$ cat src/rtl/clk_div_pkg.sv
// Shared types and helpers for the programmable clock divider.
package clk_div_pkg;

  typedef enum logic [1:0] {IDLE, RUN, STOPPING} state_t;

  localparam int MIN_DIV = 2;
  localparam int MAXW    = 64;
  localparam int HW      = MAXW + 1;

  // ceil(D/2), computed one bit wider so D = all-ones cannot overflow
  function automatic logic [MAXW:0] half_hi(input logic [MAXW-1:0] d);
    return ({1'b0, d} + HW'(1)) >> 1;
  endfunction

endpackage

$ cat src/rtl/clk_div_core.sv
// Period counter and phase compare; O_CLK/O_TICK are registered from the next count.
module clk_div_core #(
  parameter int W = 32
) (
  input  logic         I_CLK,
  input  logic         Rst,
  input  logic         en,
  input  logic         restart,
  input  logic [W-1:0] div,
  output logic         O_CLK,
  output logic         O_TICK,
  output logic         boundary
);
  import clk_div_pkg::*;

  logic [W-1:0]  cnt;
  logic [W-1:0]  cnt_nxt;
  logic          wrap;
  logic [MAXW:0] half;

  assign half     = half_hi(MAXW'(div));
  assign boundary = (cnt == div - W'(1));
  assign wrap     = restart | boundary;
  assign cnt_nxt  = wrap ? '0 : cnt + W'(1);

  always_ff @(posedge I_CLK) begin
    if (!Rst || !en) begin
      cnt    <= '0;
      O_CLK  <= 1'b0;
      O_TICK <= 1'b0;
    end else begin
      cnt    <= cnt_nxt;
      O_CLK  <= (HW'(cnt_nxt) < half);
      O_TICK <= wrap;
    end
  end

endmodule

$ cat src/rtl/clk_div_ctrl.sv
// Start/stop sequencing and glitch-free ratio update for the divided clock.
module clk_div_ctrl #(
  parameter int W       = 32,
  parameter int DEF_DIV = 20
) (
  input  logic         I_CLK,
  input  logic         Rst,
  input  logic         cfg_valid,
  input  logic [W-1:0] cfg_div,
  output logic         cfg_ready,
  output logic         cfg_err,
  input  logic         start,
  input  logic         stop,
  output logic         O_CLK,
  output logic         O_TICK,
  output logic         busy
);
  import clk_div_pkg::*;

  state_t       state, state_nxt;
  logic [W-1:0] active, shadow;
  logic         pending;
  logic         en, restart, boundary;
  logic         xfer, bad;

  assign cfg_ready = !pending;
  assign xfer      = cfg_valid & cfg_ready;
  assign bad       = (cfg_div < W'(MIN_DIV));
  assign busy      = (state != IDLE);
  assign en        = (state_nxt != IDLE);

  always_comb begin
    state_nxt = state;
    restart   = 1'b0;
    case (state)
      IDLE: if (start && !stop) begin
        state_nxt = RUN;
        restart   = 1'b1;
      end
      RUN: if (stop) state_nxt = RUN == RUN ? STOPPING : RUN;
      STOPPING: begin
        if (start)         state_nxt = RUN;
        else if (boundary) state_nxt = IDLE;
      end
      default: state_nxt = IDLE;
    endcase
  end

  always_ff @(posedge I_CLK) begin
    if (!Rst) begin
      state   <= IDLE;
      active  <= W'(DEF_DIV);
      shadow  <= '0;
      pending <= 1'b0;
      cfg_err <= 1'b0;
    end else begin
      state   <= state_nxt;
      cfg_err <= xfer & bad;
      if (xfer && !bad) begin
        // no period in flight (or the last one is ending): take it immediately
        if (state == IDLE || state_nxt == IDLE) begin
          active <= cfg_div;
        end else begin
          shadow  <= cfg_div;
          pending <= 1'b1;
        end
      end else if (pending && boundary) begin
        active  <= shadow;
        pending <= 1'b0;
      end
    end
  end

  clk_div_core #(.W(W)) u_core (
    .I_CLK    (I_CLK),
    .Rst      (Rst),
    .en       (en),
    .restart  (restart),
    .div      (active),
    .O_CLK    (O_CLK),
    .O_TICK   (O_TICK),
    .boundary (boundary)
  );

endmodule

$ cat config.mk
export PLATFORM = sky130hd
export DESIGN_NAME = clk_div_ctrl
export DESIGN_NICKNAME = d
export VERILOG_FILES = /design/src/rtl/clk_div_pkg.sv /design/src/rtl/clk_div_core.sv /design/src/rtl/clk_div_ctrl.sv
export SDC_FILE = /design/constraint.sdc
export NUM_CORES = 1
export LEC_CHECK = 0
export ABC_CLOCK_PERIOD_IN_PS = 5800
export CORE_MARGIN = 1
export CORE_UTILIZATION = 45
export CTS_CLUSTER_DIAMETER = 100
export CTS_CLUSTER_SIZE = 16
export DETAILED_ROUTE_END_ITERATION = 6
export GPL_TIMING_DRIVEN = 0
export HOLD_SLACK_MARGIN = 0.08
export PLACE_DENSITY = 0.73
export SETUP_SLACK_MARGIN = 0.4
export SKIP_LAST_GASP = 1
export SYNTH_ARGS = -nofsm -noshare
export SYNTH_HDL_FRONTEND = slang
export SYNTH_SLANG_ARGS = --single-unit
$ cat constraint.sdc
create_clock -name I_CLK -period 5.8 [get_ports I_CLK]
set_input_delay 1.16 -clock I_CLK [delete_from_list [all_inputs] [get_ports I_CLK]]
set_output_delay 1.16 -clock I_CLK [all_outputs]
set_load 0.005 [all_outputs]
==> impl_metrics.tcl <==
set metrics [dict create \
    clk_path_buf_depth 2 \
    finalInstanceArea_um2 8144 \
    drv_cap 0 \
    grt_max_degree 18 \
    path_class "reg2reg" \
    htreeDepth 3 \
    irDropWorstVdd_uv 154.4 \
    antenna_found_initial 0 \
    final_max_slew_viol_count 0 \
    clock_skew_ps 12.41 \
    start_util_pct 46.17 \
    final-setup-viol-count 0 \
    ys_seq_elements 102 \
    synth_cell_types 58 \
    port_buffers 40 \
    place_area_um2 7710 \
    power_mw 1.744 \
    power.density_nw_per_um2 214.1 \
    max_freq_mhz 193.2 \
    grt_overflow_total 0 \
    synth_top_cell_area_share_pct 28.98 \
    cts_tree "built" \
    critPathCaptureType "flop" \
    area_growth_syn_to_layout_pct 15.59 \
    path_max_fanout 10 \
    cp_top_family "simple AND/OR/NAND/NOR gates" \
    dp_cells 1112 \
    fin_crit_ps 5177 \
    fin_crit_sh_pct 89.25 \
    grt_first_pass_wirelength_um 30210 \
    tns_ps 0 \
    routed_wl_um 18460 \
    slowest_delay_ps 580 \
    drtAntennaViolNets 0 \
    viasPerCell 5.626 \
    avgSynthCellArea_um2 8.183 \
    hold_viol_final 0 \
    cp_cell_sequence "buf_2 -> or4_4 -> or4_1 -> a211o_1 -> a21oi_2 -> nand4_1 -> nor4_4 -> a21o_1 -> buf_6 -> buf_6 -> nor2_1 -> ha_1 -> a21o_1 -> a21o_1 -> a21o_1 -> a21oi_1 -> nor2b_1 -> o2111ai_1 -> a31oi_1 -> or3_1 -> a211oi_2" \
    slew_headroom_pct 59.30 \
    ys_top_cells_by_count "nand2_1, dfxtp_1, nor2_1" \
    drtPass1Iterations 5 \
    netlist_instances 861 \
    top_level_ports 42 \
    dp_hpwl_um 14060 \
    gp_congestion 0.8957 \
    ys_seq_area_share_pct 28.98 \
    p_leak_nw 3.001 \
    status "finished, final reports clean" \
    root_buffer "clkbuf_16" \
    diodes 0 \
    grt_usage_pct 23.55 \
    place_ws_ps -857.5 \
    post-synth-top-count-cell "nand2_1" \
    die_w_um 127.1 \
    std_cell_rows 45 \
    cp.arrival_ps 5450 \
    die_h_um 127.1 \
    synth-main-ff-cell "dfxtp_1" \
    rsz0062_at_grt "false" \
    grt_pass1_vias 6021 \
    yosys.area.top_type "dfxtp_1" \
    fin_nets 993 \
    final_cells 1138 \
    tightestPinTransition_ps 609.2 \
    critPathLaunchType "flop" \
    core_um2 15260 \
    min_path_type "reg2reg" \
    async_reset_ff_share_pct 0 \
    wire_per_inst_um 16.22 \
    whs_ps 461.7 \
    drt_iter0_markers 519 \
    cp.buffers_inverters 3 \
    drive_above_1_share_pct 7.120 \
    synth_warnings 0 \
    synth_enable_flop_cells 0 \
    hold_buffers 0 \
    critPathSlowestCell "or4_4" \
    r2r_setup_slack_ps 620 \
    die_area_um2 16160 \
    cpMostUsedCell "a21o_1" \
    syn_nets 932 \
    critPathRequiredTime_ps 6080 \
    clkTransAtPathRegs_ps 80 \
    finalWorstSetupSlack_ps 623.4 \
    cts_sinks 102 \
    vias 6402 \
    numCtsBuffers 9 \
    insertion_delay_ps 360 \
    ys_top_cells_by_area "dfxtp_1, xnor2_1, ha_1" \
    final_util_pct 53.37 \
    post-route-drc-count 0 \
    netlist_area_um2 7046 \
]
## cells by family after synthesis
group / count (synthesis) / synth area share, %
fa+ha+maj: 34 / 6.038
mux: 34 / 4.830
xor+xnor: 102 / 12.68
buf+inv: 82 / 4.955
compound gates: 137 / 15.88
flops: 102 / 28.98
simple gates: 370 / 26.64
## cell usage in the layout (no fill, tap or decap), types with 10 or more instances in the layout
master / synthesis / final
and3_1: 15 / 15
a21o_1: 14 / 14
o221a_1: 30 / 30
clkbuf_1: 44 / 46
clkdlybuf4s50_1: 0 / 40
xnor2_1: 54 / 54
buf_2: 15 / 16
nand2_1: 104 / 104
nor2_1: 68 / 68
nand3_1: 29 / 29
mux2i_1: 34 / 34
inv_1: 15 / 15
nor3_1: 46 / 46
ha_1: 34 / 33
nor4_1: 20 / 17
xor2_1: 48 / 48
buf_4: 0 / 10
nand4_1: 27 / 27
o21a_1: 32 / 32
dfxtp_1: 102 / 102
## per-layer routing
metal	share of wire (%)	vias to the layer above	GRT usage [%]
met5	0	-	0
met4	2.0	0	7.213
met3	6.3	29	4.774
met2	44	195	37.82
met1	47	2954	31.78
li1	-	3224	-
## worst min-delay path, delay by kind of cell, from the launching register on
kind             cells  cell delay [ps]
DFF                  1              310
and+or+nand+nor      1               50
muxes                1               50
## sequential cells by signal, summed over array words and instances, names as in the netlist
name,count
active,32
cfg_err,1
pending,1
shadow,32
state,2
u_core.O_CLK,1
u_core.O_TICK,1
u_core.cnt,32
## report_power, final
group	switching [mW]	leakage, nW	total, mW	internal (mW)
Sequential	0.0198	0.831	0.751	0.732
Clock	0.291	0.131	0.587	0.297
Combinational	0.237	2.04	0.405	0.168
Total	0.547	3.00	1.74	1.20
## area by class of cell
cell class | count | area (µm²)
fillers | 1430 | 7114
multi-input cells | 677 | 4722
flip-flops and latches | 102 | 2042
repair buffers | 50 | 475.5
plain buffers | 67 | 309.0
well taps | 211 | 264.0
clock buffers | 11 | 232.7
inverters | 15 | 56.30
clock inverters | 5 | 42.54
## worst paths after layout
path / end / depth (start not counted) / startpoint
worst min register to register: shadow[18]$_SDFFE_PN0P_ / 2 / shadow[18]$_SDFFE_PN0P_
worst max-delay path: u_core.O_CLK$_SDFF_PP0_ / 21 / active[0]$_SDFFE_PN0P_
worst min-delay path: shadow[18]$_SDFFE_PN0P_ / 2 / shadow[18]$_SDFFE_PN0P_
worst max register to register: u_core.O_CLK$_SDFF_PP0_ / 21 / active[0]$_SDFFE_PN0P_
## what timing repair did
item | 4_1_cts | 5_1_grt
pin swaps | 5 | 2
setup endpoints to repair | 1 | 1
setup buffers | 8 | 2
gates resized for setup | 11 | 9
(Power assumes the default switching activity.)
